### src/rtl/mem_pkg.sv
// rtl/mem_pkg.sv - shared memory geometry and list-reader state encoding
package mem_pkg;

  localparam int MEM_DEPTH  = 1024;
  localparam int MEM_WIDTH  = 8;
  localparam int WORD_WIDTH = 16;

  typedef enum logic [2:0] {
    IDLE,
    RD_CNT,
    STREAM,
    ERR,
    FIN
  } state_t;

endpackage

### src/rtl/out_stage.sv
// rtl/out_stage.sv - one-entry valid/ready output register
module out_stage #(
  parameter int WIDTH = 16
) (
  input  logic             clock,
  input  logic             reset,
  input  logic             load,
  input  logic [WIDTH-1:0] load_data,
  input  logic             load_last,
  input  logic             ready,
  output logic [WIDTH-1:0] data,
  output logic             valid,
  output logic             last
);

  always_ff @(posedge clock or negedge reset) begin
    if (!reset) begin
      data  <= '0;
      valid <= 1'b0;
      last  <= 1'b0;
    end else if (!valid || ready) begin
      // Slot is free: either refill it or drain it; a stalled word holds.
      valid <= load;
      last  <= load && load_last;
      if (load) begin
        data <= load_data;
      end
    end
  end

endmodule

### src/rtl/mem_list_reader.sv
// rtl/mem_list_reader.sv - reads a length-prefixed word list from mem and streams it
module mem_list_reader #(
  parameter int MEM_DEPTH  = mem_pkg::MEM_DEPTH,
  parameter int WORD_WIDTH = mem_pkg::WORD_WIDTH,
  parameter int MAX_CNT    = 64
) (
  input  logic                  clock,
  input  logic                  reset,
  input  logic                  start,
  input  logic [WORD_WIDTH-1:0] base_addr,
  output logic [WORD_WIDTH-1:0] address,
  input  logic [WORD_WIDTH-1:0] mem_data,
  output logic [WORD_WIDTH-1:0] out_data,
  output logic                  out_valid,
  input  logic                  out_ready,
  output logic                  out_last,
  output logic                  busy,
  output logic                  done,
  output logic                  error,
  output logic [WORD_WIDTH-1:0] count
);

  import mem_pkg::*;

  localparam int AW         = WORD_WIDTH + 2;
  localparam int WORD_BYTES = WORD_WIDTH / MEM_WIDTH;
  localparam logic [AW-1:0]         DEPTH_W = AW'(MEM_DEPTH);
  localparam logic [WORD_WIDTH-1:0] MAX_W   = WORD_WIDTH'(MAX_CNT);
  localparam logic [WORD_WIDTH-1:0] STEP    = WORD_WIDTH'(WORD_BYTES);
  localparam logic [WORD_WIDTH-1:0] ONE     = WORD_WIDTH'(1);

  state_t                state;
  logic [WORD_WIDTH-1:0] ptr;
  logic [WORD_WIDTH-1:0] remaining;
  logic [AW-1:0]         list_end;
  logic                  slot_free;
  logic                  load;

  // Two extra bits keep the end-of-list sum from wrapping past 64 KiB.
  assign list_end  = AW'(ptr) + AW'(WORD_BYTES) + AW'(mem_data) * AW'(WORD_BYTES);
  assign slot_free = !out_valid || out_ready;
  assign load      = (state == STREAM) && slot_free && (remaining != '0);

  out_stage #(
    .WIDTH (WORD_WIDTH)
  ) u_out_stage (
    .clock     (clock),
    .reset     (reset),
    .load      (load),
    .load_data (mem_data),
    .load_last (remaining == ONE),
    .ready     (out_ready),
    .data      (out_data),
    .valid     (out_valid),
    .last      (out_last)
  );

  always_ff @(posedge clock or negedge reset) begin
    if (!reset) begin
      state     <= IDLE;
      address   <= '0;
      ptr       <= '0;
      remaining <= '0;
      busy      <= 1'b0;
      done      <= 1'b0;
      error     <= 1'b0;
      count     <= '0;
    end else begin
      done <= 1'b0;
      case (state)
        IDLE: begin
          if (start) begin
            ptr     <= base_addr;
            address <= base_addr;
            busy    <= 1'b1;
            error   <= 1'b0;
            state   <= base_addr[0] ? ERR : RD_CNT;
          end
        end
        RD_CNT: begin
          count     <= mem_data;
          remaining <= mem_data;
          if (mem_data == '0) begin
            done  <= 1'b1;
            busy  <= 1'b0;
            state <= FIN;
          end else if (mem_data > MAX_W || list_end > DEPTH_W) begin
            state <= ERR;
          end else begin
            address <= ptr + STEP;
            state   <= STREAM;
          end
        end
        STREAM: begin
          if (load) begin
            remaining <= remaining - ONE;
            // Stop advancing on the final word so address stays inside memory.
            if (remaining != ONE) begin
              address <= address + STEP;
            end
          end
          if (out_valid && out_ready && out_last) begin
            done  <= 1'b1;
            busy  <= 1'b0;
            state <= FIN;
          end
        end
        ERR: begin
          error <= 1'b1;
          done  <= 1'b1;
          busy  <= 1'b0;
          state <= FIN;
        end
        FIN: begin
          state <= IDLE;
        end
        default: begin
          state <= IDLE;
        end
      endcase
    end
  end

endmodule
### config.mk
export PLATFORM = sky130hd
export DESIGN_NAME = mem_list_reader
export DESIGN_NICKNAME = d
export VERILOG_FILES = /design/src/rtl/mem_pkg.sv /design/src/rtl/out_stage.sv /design/src/rtl/mem_list_reader.sv
export SDC_FILE = /design/constraint.sdc
export NUM_CORES = 1
export LEC_CHECK = 0
export ABC_AREA = 1
export CAP_MARGIN = 0
export CORE_MARGIN = 2
export CORE_UTILIZATION = 50
export DETAILED_ROUTE_END_ITERATION = 16
export PLACE_DENSITY = 0.84
export SLEW_MARGIN = 20
export SYNTH_ARGS = -nofsm -noshare
export SYNTH_HDL_FRONTEND = slang
export SYNTH_HIERARCHICAL = 1
export SYNTH_SLANG_ARGS = --single-unit
### constraint.sdc
create_clock -name clock -period 2.75 [get_ports clock]
set_input_delay 0.55 -clock clock [delete_from_list [all_inputs] [get_ports clock]]
set_output_delay 0.55 -clock clock [all_outputs]
set_load 0.02 [all_outputs]
; ---- Word-level counts from Yosys, hierarchy flattened
; Index checks and enable logic that the tools add are counted.
[op_classes]
addsub = 5
order_cmp = 2
eq_ne = 12
n_mux = 23
n_reduce_logical = 22
[ops]
columns = op, n
row1 = two-way mux 16 bit, 6
row2 = case mux 16 bit (3 select lines), 1
row3 = "adder 16 x 2 -> 16 bit, second input constant", 2
row4 = case mux 16 bit (2 select lines), 1
row5 = adder 17 x 17 -> 18 bit, 1
row6 = "greater-than comparator 18 x 11 -> 1 bit, second input constant", 1
row7 = "adder 16 x 2 -> 17 bit, second input constant", 1
row8 = "== test 16 x 1 -> 1 bit, second input constant", 1
row9 = "greater-than comparator 16 x 7 -> 1 bit, second input constant", 1
row10 = logical NOT 16 bit, 1
row11 = "!= test 16 x 1 -> 1 bit, second input constant", 1
row12 = nonzero test 16 bit, 1
row13 = "subtractor 16 x 1 -> 16 bit, second input constant", 1
row14 = case mux 3 bit (4 select lines), 1
row15 = AND reduction 2 bit, 5
row16 = two-way mux 3 bit, 3
row17 = "!= test 2 bit, second input constant", 4
row18 = two-way mux 1 bit, 7
row19 = "== test 3 x 2 -> 1 bit, second input constant", 2
row20 = "!= test 2 x 1 -> 1 bit, second input constant", 3
row21 = AND reduction 6 bit, 1
row22 = logical AND 1 bit, 5
row23 = case mux 1 bit (4 select lines), 1
row24 = AND reduction 4 bit, 1
row25 = other kinds (10), 12
[word_totals]
regBits = 88
inputBits = 36
out_inout_bits = 53
word_cells = 75

; ---- Longest topological paths before layout
[depth]
word_depth = 7
depth_mapped = 20
ltp_nobuf = 19

; ---- Cells and area by module
; Netlist, hierarchy kept.
[by_module_without_submodules]
columns = module, n_inst, cells_each, area_each_um2, seq_area_each_um2
row1 = mem_list_reader, 1, 756, 5144.9, 1751.7
row2 = out_stage, 1, 77, 758.2, 450.4

; ---- Worst setup path before layout
; OpenSTA, ideal clock, no wires.
[synth_path]
kind = in2reg
start = input port mem_data[1]
end = register address[10]
setup_ns = 0.117
arrival_ns = 2.670
required_time_ns = 2.633
slack_ns = -0.038
cell_stages = 18
n_path_buf = 1
cell_sequence = ha_1 > ha_1 > fa_1 > nand2_1 > nand2_1 > nand3_1 > nand2_1 > nand2_1 > nand2_1 > nor2_1 > nand2_1 > a21oi_2 > nand3_2 > nand2_4 > nand3_4 > buf_6 > nand2_1 > nand2_1
[synth_between]
elab_chain_cells = 5
elab_cells_between_ends = 8
classes_between = add/sub (1) / order compare (2) / eq/ne (2) / reduce/logical (3)
[synth_lines]
columns = item, line_no
row1 = start: declaration, mem_list_reader.sv:12  ; input logic [WORD_WIDTH-1:0] mem_data,
row2 = adder 17 x 17 -> 18 bit, mem_list_reader.sv:40  ; assign list_end = AW'(ptr) + AW'(WORD_BYTES) + AW'(mem_data) * AW'(WORD_BYTES);
row3 = greater-than comparator 18 x 11 -> 1 bit, mem_list_reader.sv:87  ; end else if (mem_data > MAX_W || list_end > DEPTH_W) begin
row4 = logical OR 1 bit, mem_list_reader.sv:87
row5 = != test 2 bit (no line), n/a
row6 = AND reduction 6 bit (no line) *, n/a
row7 = end signal: assignment, mem_list_reader.sv:74  ; address <= base_addr;
row8 = end signal: assignment, mem_list_reader.sv:90  ; address <= ptr + STEP;
row9 = end signal: assignment, mem_list_reader.sv:99  ; address <= address + STEP;
row10 = end: declaration, mem_list_reader.sv:11  ; output logic [WORD_WIDTH-1:0] address,
; Mark *: on every way between the ends. The rest lies on a longest branch, timed or not.
; A chain may end at the register's enable or synchronous reset.

; ---- Worst setup path after layout
[layout_path]
start = input port mem_data[11]
end = register address[8]
; The elaborated chain is that of the path after synthesis.

==> flow_metrics.env <==
export IMPL_gp_congestion=0.942
export IMPL_area_growth_pct=31.1
export IMPL_diodes=0
export IMPL_slew_violations=0
export IMPL_ys_ff_latch=88
export IMPL_clock_skew_ns=0.0113
export IMPL_crit_path_start_kind="input pin"
export IMPL_path_class="input pin to register"
export IMPL_ctsHoldBuffers=0
export IMPL_die_x_um=113
export IMPL_synth_cells=833
export IMPL_synth_flop_cell="dfrtp_1"
export IMPL_overflow=0
export IMPL_final_common_cell="nand2_1"
export IMPL_violations="negative setup slack"
export IMPL_tns_ns=-0.276
export IMPL_grt_pass1_wl_mm=27.4
export IMPL_dp_hpwl_mm=12.2
export IMPL_antenna_found_initial=0
export IMPL_grt_pass1_vias=5691
export IMPL_synth_edff_count=0
export IMPL_io_pins=89
export IMPL_slew_headroom_pct=58.9
export IMPL_start_util_pct=51.5
export IMPL_drtIter0Drc=458
export IMPL_fp_coreArea_mm2=0.0115
export IMPL_tritoncts="built"
export IMPL_synth_nets=903
export IMPL_arrival_ns=3.03
export IMPL_hp_class="input pin to async pin"
export IMPL_grt_total_usage_pct=27.0
export IMPL_synth_distinct_cells=45
export IMPL_die_height_um=113
export IMPL_cts_sinks=88
export IMPL_final_cell_mix="nand2_1 (280), inv_1 (93), dfrtp_1 (87)"
export IMPL_leakage_nw=3.86
export IMPL_port_buffers=88
export IMPL_placed_cells=1081
export IMPL_insertion_delay_ns=0.35
export IMPL_fmax_mhz=359
export IMPL_htreeDepth=3
export IMPL_hold_viol=0
export IMPL_grt_max_degree=58
export IMPL_critPathRequiredTime_ns=2.99
export IMPL_min_period_ns=2.79
export IMPL_peakVddDrop_uv=928
export IMPL_cellPowerDensity_mw_per_mm2=1320
export IMPL_status="finished with violations"
export IMPL_wl_per_cell_um=15.2
export IMPL_numCtsBuffers=9
export IMPL_cts_buffer_depth=2
export IMPL_routed_via_density=5.49
export IMPL_cp_max_fo=8
export IMPL_die_area_mm2=0.0127
export IMPL_async_flop_share_pct=100
export IMPL_fin_area_mm2=0.00774
export IMPL_final_cells=1101
export IMPL_drv_cap=0
export IMPL_end_kind="register"
export IMPL_pre_cts_ws_ns=-0.679
export IMPL_ant_nets=0
export IMPL_finalWirelength_mm=16.7
export IMPL_num_vias=6044
export IMPL_worstReg2RegStart="ptr[2]$_DFFE_PN0P_"
export IMPL_worst_pin_slew_ns=0.610
export IMPL_ys_seq_area_share_pct=37.3
export IMPL_rows=39
export IMPL_post_route_util_pct=67.5
export IMPL_drive_above_1_share_pct=13.9
export IMPL_cts_root_buf="clkbuf_16"
export IMPL_worst_slack_ns=-0.0364
export IMPL_nNetsFinal=1024
export IMPL_ys_warnings_count=6
export IMPL_worst_r2r_endpoint="address[8]$_DFFE_PN0P_"
export IMPL_place_area_mm2=0.00715
export IMPL_fin_crit_sh_pct=101
export IMPL_route_detailed_drc=0
export IMPL_setup_viol=12
export IMPL_fillers=955
export IMPL_cts_reportedPaths_clkPinSlew_ns=0.06
export IMPL_r2r_slack_ns=0
export IMPL_grt_setup_unrepaired="true"
export IMPL_drt_pre_antenna_iters=5
export IMPL_postSynthAreaPerCell_um2=7.09
export IMPL_syn_area_mm2=0.00590
export IMPL_r2r_cells=17
layer usage:
layer	GRT usage [%]	wire length (µm)
met1	35.1	7000
met5	0	0
met3	4.37	1180
met4	11.0	579
met2	45.2	7940
registers in the layout, indices dropped and copies added (netlist names), 3 cells and up:
name / flops
ptr: 16
remaining: 16
count: 16
u_out_stage/data: 16
state: 3
address: 16
power breakdown:
| group | leakage [nW] | switching [mW] | internal [mW] |
|---|---|---|---|
| registers | 1.08 | 0.512 | 1.95 |
| logic | 2.64 | 3.80 | 2.69 |
| clock network | 0.142 | 0.515 | 0.727 |
what timing repair did:
| action | 4_1_cts | 5_1_grt |
|---|---|---|
| pin swaps | 15 | 12 |
| setup buffers | 2 | 2 |
| gates resized for setup | 32 | 18 |
| endpoints found under the setup margin | 17 | 17 |
| cloned | 1 | 0 |
cell families after synthesis:
group	share of synthesized area (%)
adder cells (fa/ha/maj)	7.33
buffers and inverters	9.26
AND/OR/NAND/NOR	33.7
XOR/XNOR	1.19
AO/OA/AOI/OAI	11.3
flip-flops	37.3
final cells by class:
cell class	instances	area, µm²	share of cell area, %
multi-input combinational	617	3430	44.3
sequential	88	2200	28.5
timing repair buffer	135	1240	16.1
inverter	103	387	5.00
clock buffer	11	243	3.14
tap	143	179	2.31
clock inverter	4	55.1	0.711
cell usage after synthesis, types with 3 or more instances:
cell type | number | area share (%)
o21ai_0 | 59 | 5.0
nor4_1 | 3 | 0.32
a22oi_1 | 3 | 0.38
nand3_1 | 51 | 4.3
nand2_2 | 8 | 0.85
nand3b_1 | 4 | 0.51
xor2_1 | 3 | 0.45
inv_2 | 7 | 0.45
xnor2_1 | 5 | 0.74
nand4_1 | 26 | 2.8
buf_6 | 3 | 0.57
clkbuf_1 | 13 | 0.83
nand2_1 | 285 | 18
a21oi_2 | 3 | 0.45
nor2_1 | 62 | 3.9
ha_1 | 33 | 7.0
buf_4 | 5 | 0.64
a31oi_1 | 4 | 0.42
o221ai_1 | 3 | 0.45
o21ai_1 | 12 | 1.0
dfrtp_1 | 88 | 37
inv_1 | 96 | 6.1
buf_2 | 4 | 0.34
a21oi_1 | 25 | 2.1
stage by stage:
step / hold WS (ns) / power, mW
global route: 0.187 / 11.1
CTS: 0.164 / 9.98
floorplan: 0.254 / 6.46
detailed placement: 0.460 / 8.35
global placement: 0.458 / 8.21
finish: 0.145 / 10.2
worst max path at each step:
stage,startpoint,to,cells after the start
finish,mem_data[11],address[8]$_DFFE_PN0P_,16
global route,ptr[2]$_DFFE_PN0P_,address[9]$_DFFE_PN0P_,17
CTS,ptr[1]$_DFFE_PN0P_,address[8]$_DFFE_PN0P_,19
detailed placement,mem_data[0],address[1]$_DFFE_PN0P_,20
global placement,mem_data[0],address[9]$_DFFE_PN0P_,20
floorplan,mem_data[1],address[10]$_DFFE_PN0P_,18
critical path, cell delays in order:
cell	delay, ns
clkdlybuf4s50_1	0.48
ha_1	0.36
ha_4	0.27
nand2_1	0.06
nand2_1	0.07
buf_4	0.13
nor2_1	0.14
nand3b_1	0.09
nand2_1	0.07
nand2_1	0.07
nor2_1	0.13
nand3_2	0.14
nand2_4	0.15
nand3_4	0.16
nand2_2	0.11
nand2_2	0.05
Note: power is estimated with default switching activity, not from simulation.
